**config.mk**
```make
export PLATFORM = sky130hd
export DESIGN_NAME = main_ctrl_fsm
export DESIGN_NICKNAME = d
export VERILOG_FILES = /design/src/rtl/ctrl_pkg.sv /design/src/rtl/mem_wait_timer.sv /design/src/rtl/main_ctrl_fsm.sv
export SDC_FILE = /design/constraint.sdc
export NUM_CORES = 1
export LEC_CHECK = 0
export BUFFER_PORTS_ARGS = -buffer_cell sky130_fd_sc_hd__buf_4
export CAP_MARGIN = 20
export CORE_MARGIN = 2
export CORE_UTILIZATION = 43
export CTS_CLUSTER_DIAMETER = 100
export CTS_CLUSTER_SIZE = 16
export DETAILED_ROUTE_END_ITERATION = 10
export PLACE_DENSITY = 0.67
export RECOVER_POWER = 100
export SLEW_MARGIN = 40
export SYNTH_ARGS = -nofsm -noshare
export SYNTH_HDL_FRONTEND = slang
export SYNTH_HIERARCHICAL = 1
export SYNTH_SLANG_ARGS = --single-unit
```
**constraint.sdc**
```tcl
create_clock -name clk -period 8.3 [get_ports clk]
set_clock_uncertainty 0.05 [all_clocks]
set_input_delay 1.66 -clock clk [delete_from_list [all_inputs] [get_ports clk]]
set_output_delay 1.66 -clock clk [all_outputs]
set_load 0.01 [all_outputs]
```
**src/rtl/ctrl_pkg.sv**
```systemverilog
// Shared encodings for the multi-cycle main control unit and the ALU-control decoder.
package ctrl_pkg;

  typedef enum logic [2:0] {
    ST_RESET  = 3'd0,
    ST_FETCH  = 3'd1,
    ST_DECODE = 3'd2,
    ST_EXEC   = 3'd3,
    ST_MEM    = 3'd4,
    ST_WB     = 3'd5,
    ST_HALT   = 3'd6
  } state_t;

  localparam logic [3:0] OP_RTYPE = 4'b0000;
  localparam logic [3:0] OP_LW    = 4'b0001;
  localparam logic [3:0] OP_SW    = 4'b0010;
  localparam logic [3:0] OP_BEQ   = 4'b0011;
  localparam logic [3:0] OP_JMP   = 4'b0100;
  localparam logic [3:0] OP_ADDI  = 4'b0101;
  localparam logic [3:0] OP_HALT  = 4'b1111;

  localparam logic [1:0] ALUX_FUNCT = 2'b00;
  localparam logic [1:0] ALUX_ADD   = 2'b10;
  localparam logic [1:0] ALUX_SUB   = 2'b01;

  localparam logic [1:0] ALUB_RT   = 2'b00;
  localparam logic [1:0] ALUB_ONE  = 2'b01;
  localparam logic [1:0] ALUB_IMM  = 2'b10;
  localparam logic [1:0] ALUB_BOFF = 2'b11;

  localparam logic [1:0] PCS_ALU    = 2'b00;
  localparam logic [1:0] PCS_ALUOUT = 2'b01;
  localparam logic [1:0] PCS_JUMP   = 2'b10;

  function automatic logic is_legal_op(input logic [3:0] op);
    case (op)
      OP_RTYPE, OP_LW, OP_SW, OP_BEQ, OP_JMP, OP_ADDI, OP_HALT: is_legal_op = 1'b1;
      default:                                                 is_legal_op = 1'b0;
    endcase
  endfunction

endpackage

```
**src/rtl/mem_wait_timer.sv**
```systemverilog
// Counts consecutive cycles spent waiting on mem_ready; flags the wait cycle that
// reaches MEM_TIMEOUT so the controller can abort with a bus error.
module mem_wait_timer #(
  parameter int MEM_TIMEOUT = 15
) (
  input  logic clk,
  input  logic rst,
  input  logic clear,
  input  logic tick,
  output logic timeout
);

  localparam logic [7:0] LIMIT = 8'(MEM_TIMEOUT - 1);

  logic [7:0] count_reg;

  always_ff @(posedge clk) begin
    if (rst || clear) begin
      count_reg <= 8'd0;
    end else if (tick) begin
      count_reg <= count_reg + 8'd1;
    end
  end

  // The MEM_TIMEOUT-th consecutive wait cycle is the last one tolerated.
  assign timeout = tick && (count_reg == LIMIT);

endmodule

```
**src/rtl/main_ctrl_fsm.sv**
```systemverilog
// Multi-cycle main control FSM for the 16-bit RISC core.
// Optional CTRL_ILLEGAL_TRAP_EN: illegal opcodes halt the core and raise sticky illegal_op.
module main_ctrl_fsm
  import ctrl_pkg::*;
#(
  parameter int OPCODE_W    = 4,
  parameter int ALUOPX_W    = 2,
  parameter int MEM_TIMEOUT = 15
) (
  input  logic                clk,
  input  logic                rst,
  input  logic [OPCODE_W-1:0] Opcode,
  input  logic                Zero,
  input  logic                mem_ready,
  output logic                PCWrite,
  output logic                IRWrite,
  output logic                MemRead,
  output logic                MemWrite,
  output logic                IorD,
  output logic                RegWrite,
  output logic                RegDst,
  output logic                MemtoReg,
  output logic                ALUSrcA,
  output logic [1:0]          ALUSrcB,
  output logic [ALUOPX_W-1:0] ALUOpcodeX,
  output logic [1:0]          PCSource,
`ifdef CTRL_ILLEGAL_TRAP_EN
  output logic                illegal_op,
`endif
  output logic                bus_err,
  output logic                halted
);

  state_t              state_reg, state_next;
  logic [OPCODE_W-1:0] opcode_reg;
  logic                bus_err_reg;
  logic                wait_tick, wait_clear, wait_timeout;

  always_ff @(posedge clk) begin
    if (rst) begin
      state_reg   <= ST_RESET;
      opcode_reg  <= '0;
      bus_err_reg <= 1'b0;
    end else begin
      state_reg <= state_next;
      if (state_reg == ST_DECODE) begin
        opcode_reg <= Opcode;
      end
      if (wait_timeout) begin
        bus_err_reg <= 1'b1;
      end
    end
  end

`ifdef CTRL_ILLEGAL_TRAP_EN
  logic illegal_reg;

  always_ff @(posedge clk) begin
    if (rst) begin
      illegal_reg <= 1'b0;
    end else if (state_reg == ST_DECODE && !is_legal_op(Opcode)) begin
      illegal_reg <= 1'b1;
    end
  end

  assign illegal_op = illegal_reg;
`endif

  assign wait_tick  = (state_reg == ST_FETCH || state_reg == ST_MEM) && !mem_ready;
  assign wait_clear = (state_next != state_reg);

  mem_wait_timer #(
    .MEM_TIMEOUT(MEM_TIMEOUT)
  ) u_wait_timer (
    .clk    (clk),
    .rst    (rst),
    .clear  (wait_clear),
    .tick   (wait_tick),
    .timeout(wait_timeout)
  );

  always_comb begin
    state_next = state_reg;
    case (state_reg)
      ST_RESET: state_next = ST_FETCH;
      ST_FETCH: begin
        if (mem_ready)         state_next = ST_DECODE;
        else if (wait_timeout) state_next = ST_HALT;
      end
      ST_DECODE: begin
        // Decode steers on the live opcode; opcode_reg only holds it from EXEC on.
        if (Opcode == OP_HALT) state_next = ST_HALT;
`ifdef CTRL_ILLEGAL_TRAP_EN
        else if (!is_legal_op(Opcode)) state_next = ST_HALT;
`endif
        else state_next = ST_EXEC;
      end
      ST_EXEC: begin
        case (opcode_reg)
          OP_RTYPE, OP_ADDI: state_next = ST_WB;
          OP_LW, OP_SW:      state_next = ST_MEM;
          default:           state_next = ST_FETCH;
        endcase
      end
      ST_MEM: begin
        if (mem_ready)         state_next = (opcode_reg == OP_LW) ? ST_WB : ST_FETCH;
        else if (wait_timeout) state_next = ST_HALT;
      end
      ST_WB:   state_next = ST_FETCH;
      ST_HALT: state_next = ST_HALT;
      default: state_next = ST_RESET;
    endcase
  end

  always_comb begin
    PCWrite    = 1'b0;
    IRWrite    = 1'b0;
    MemRead    = 1'b0;
    MemWrite   = 1'b0;
    IorD       = 1'b0;
    RegWrite   = 1'b0;
    RegDst     = 1'b0;
    MemtoReg   = 1'b0;
    ALUSrcA    = 1'b0;
    ALUSrcB    = ALUB_RT;
    ALUOpcodeX = ALUX_FUNCT;
    PCSource   = PCS_ALU;
    case (state_reg)
      ST_FETCH: begin
        MemRead    = 1'b1;
        ALUSrcB    = ALUB_ONE;
        ALUOpcodeX = ALUX_ADD;
        IRWrite    = mem_ready;
        PCWrite    = mem_ready;
      end
      ST_DECODE: begin
        ALUSrcB    = ALUB_BOFF;
        ALUOpcodeX = ALUX_ADD;
      end
      ST_EXEC: begin
        case (opcode_reg)
          OP_RTYPE: begin
            ALUSrcA    = 1'b1;
            ALUSrcB    = ALUB_RT;
            ALUOpcodeX = ALUX_FUNCT;
          end
          OP_LW, OP_SW, OP_ADDI: begin
            ALUSrcA    = 1'b1;
            ALUSrcB    = ALUB_IMM;
            ALUOpcodeX = ALUX_ADD;
          end
          OP_BEQ: begin
            ALUSrcA    = 1'b1;
            ALUSrcB    = ALUB_RT;
            ALUOpcodeX = ALUX_SUB;
            PCSource   = PCS_ALUOUT;
            PCWrite    = Zero;
          end
          OP_JMP: begin
            PCSource = PCS_JUMP;
            PCWrite  = 1'b1;
          end
          default: ;
        endcase
      end
      ST_MEM: begin
        IorD     = 1'b1;
        MemRead  = (opcode_reg == OP_LW);
        MemWrite = (opcode_reg == OP_SW);
      end
      ST_WB: begin
        RegWrite = 1'b1;
        RegDst   = (opcode_reg == OP_RTYPE);
        MemtoReg = (opcode_reg == OP_LW);
      end
      default: ;
    endcase
  end

  assign bus_err = bus_err_reg;
  assign halted  = (state_reg == ST_HALT);

endmodule

```
==> results.md <==
* Residual DRC count at 0
* Number of storage elements in the synthesis netlist at 16
* Number of nets in the finished design at 162
* Critical Setup Path Class: primary input to flip-flop
* Via count at 1015
* Peak Freq at 215 MHz
* Worst Max-Slew Pin Slew at 978 ps
* CTS resizes at 0
* Count of flip-flops with a built-in enable after synthesis at 0
* Post-synthesis cell count at 131
* Final ANT Viol Nets at 0
* Post CTS Setup Buffer Count at 0
* Worst slew margin relative to its limit at 34.4%
* Worst Hold Path Cells at 2
* Synth Cell Area at 1020 sq um
* Final critical path time including I/O delays and setup at 4660 ps
* Clock insertion delay at the later pin of the skew report at 280 ps
* End point of the worst hold path: bus_err
* Max FFs per register at 8
* Count of input and output buffers at 24
* Avg Vias per Cell at 5.67
* Hold Violations, Final at 0
* TritonCTS clock tree: done
* Initial core utilization at 45.7%
* Endpoint arrival time on the critical path at 4810 ps
* Maximum ir drop on the vdd rail at 96.4 uV
* CTS H-tree lvls at 1
* Final setup TNS at 0 ps
* Share of cells above drive strength 1 at 9.93%
* Number of hold buffers added after cts at 0
* End of the worst register-to-register path: u_wait_timer/count_reg[1]
* Number of warning messages in the yosys log at 6
* Clock-pin slew on the worst setup and hold paths at 90 ps
* Commonest register cell after synthesis: sky130_fd_sc_hd__dfxtp_1
* Final total power at 0.164 mW
* Worst reg2reg startpoint: state_reg[0]
* Pwr per Cell Area at 142 nW/um^2
* Worst R2R Setup Slack at 4270 ps
* GRT Util Overall at 17.9%
* Max-slew violation total from the final report at 0
* Portion of the post-synthesis area used by sequential elements at 31.4%
* DRC violation total after the first TritonRoute iteration at 22
* Cell variety after synth at 47
* Nets in the synthesized netlist at 141
* Run status: complete, no violations
* Wire length of the first global-routing pass at 3.71 mm
* Chip height at 52.7 microns
* Number of global-route vias before repair at 846
* Kind of end point of the critical path: flip-flop
* Static power due to leakage at 0.424 nW
* Clock buffer depth at 2
* Antenna diodes at 0
* Worst r2r path cells at 10
* Number of primary I/O pins at 25
* Setup repair after global routing missed its margin: false
* Half-perimeter wire length after placement at 1.66 mm
* Detailed-route wire length per cell at 12.6 microns
* Area Overhead vs Synth at 13.5%
* Fill cell count at 229
* Crit path required time at 8450 ps
* Number of rows in the core area at 17
* Cell at the root of the clock tree: sky130_fd_sc_hd__clkbuf_4
* Maximum net fanout on the critical path at 8
* CORE AREA at 2230 sq um
* Number of max-cap violations at 0
* TritonCTS Sinks at 16
* Die span in x at 52.7 microns
* Pin count of the biggest net entering global routing at 15
* Hold Path Class: flip-flop to flip-flop
* Total gr overflow at 0
* Setup violation total in the final timing report at 0
* Final wirelength at 2.25 mm
* Number of optimization iterations in the first detailed-route pass at 4
* Period utilisation layout at 56.1%
* Post-synth ARST share at 0%
* Syn avg cell area at 7.79 sq um
* Weighted congestion at the end of routability-driven global placement at 0.771
* Antenna violations before repair at 0
* Setup crit start kind: primary input
* Area of the die at 2780 sq um
* Startpoint of the worst hold path: bus_err
* Clock buffer count from CTS at 3
final cells by class:
class / instances / area (sq um) / share of cell area (%)
Multi-Input combinational cell: 102 / 624 / 53.9
Sequential cell: 16 / 320 / 27.6
Tap cell: 28 / 35.0 / 3.02
Timing Repair Buffer: 24 / 124 / 10.7
Inverter: 5 / 18.8 / 1.62
Clock buffer: 4 / 36.3 / 3.13
stage by stage:
stage / cell area [sq um] / worst slack [ps] / util, % / hold WS (ps) / std cells
after floorplan: 1020 / 4310 / - / 403 / 131
after global placement: 1190 / 3680 / 53.4 / 421 / 175
after detailed placement: 1190 / 3460 / 53.4 / 421 / 175
after CTS: 1230 / 3770 / 55.0 / 444 / 179
after global routing: 1160 / 3280 / 51.9 / 477 / 179
final: 1160 / 3640 / 51.9 / 432 / 179
Yosys cell counts (all sizes together) (2+ instances only):
| cell | count | share of area [%] |
|---|---|---|
| or3 | 3 | 1.8 |
| and3 | 2 | 1.2 |
| nor3 | 2 | 0.98 |
| a211oi | 3 | 2.7 |
| nor2 | 19 | 7.0 |
| inv | 5 | 1.8 |
| nand2b | 5 | 3.3 |
| xor2 | 4 | 3.4 |
| nor4 | 3 | 1.8 |
| a21oi | 11 | 5.4 |
| nand3 | 3 | 1.5 |
| nand2 | 10 | 3.7 |
| o21ai | 8 | 3.9 |
| or2 | 4 | 2.5 |
| buf | 4 | 2.8 |
| ha | 2 | 2.5 |
| clkbuf | 4 | 1.5 |
| dfxtp | 16 | 31 |
| nand4 | 4 | 3.1 |
worst max-delay path, cell delays in order:
cell	delay, ps
sky130_fd_sc_hd__clkbuf_1	160
sky130_fd_sc_hd__a211oi_1	800
sky130_fd_sc_hd__nand4b_1	200
sky130_fd_sc_hd__nor4_1	550
sky130_fd_sc_hd__or4bb_1	450
sky130_fd_sc_hd__o32ai_1	130
sky130_fd_sc_hd__nor4_1	110
sky130_fd_sc_hd__mux2i_1	130
sky130_fd_sc_hd__or2_0	370
sky130_fd_sc_hd__a211oi_1	250
cell families (layout without fill, tap and decap cells):
group,count (synthesis),after routing,share of synthesized area [%]
mux,1,1,0.980
flops,16,16,31.4
compound gates,30,30,19.7
fa+ha+maj,2,2,2.45
buf+inv,13,33,6.13
xor+xnor,5,5,4.29
simple gates,64,64,35.1
power breakdown:
group          internal [mW]  switching (mW)
clock network         0.0267          0.0234
registers             0.0789         0.00534
logic                 0.0132          0.0168
cell usage in the layout, fill, tap and decap left out, drive strengths merged, types with 2 or more instances in the layout:
cell type and count:
nand2 10, nand2b 5, a21oi 11, buf 8
or3 3, nand3 3, inv 5, or2 4
nor2 19, ha 2, clkbuf 20, nor4 3
xor2 4, nand4 4, dfxtp 16, a211oi 3
o21ai 8, nor3 2, and3 2
layer usage:
metal	GRT usage (%)	wire (microns)	part of all wire (%)
met2	27.7	1010	45
met4	6.41	12	0.53
met1	24.4	1110	49
met5	0	0	0
met3	3.43	117	5.2
worst max path at each step:
stage	startpoint	to	cells after the start
CTS	mem_ready	u_wait_timer/count_reg[1]	10
detailed placement	mem_ready	u_wait_timer/count_reg[1]	10
finish	mem_ready	u_wait_timer/count_reg[1]	10
global placement	mem_ready	u_wait_timer/count_reg[1]	10
floorplan	mem_ready	PCWrite	2
global route	mem_ready	u_wait_timer/count_reg[1]	10
Note: power is estimated with default switching activity, not from simulation.
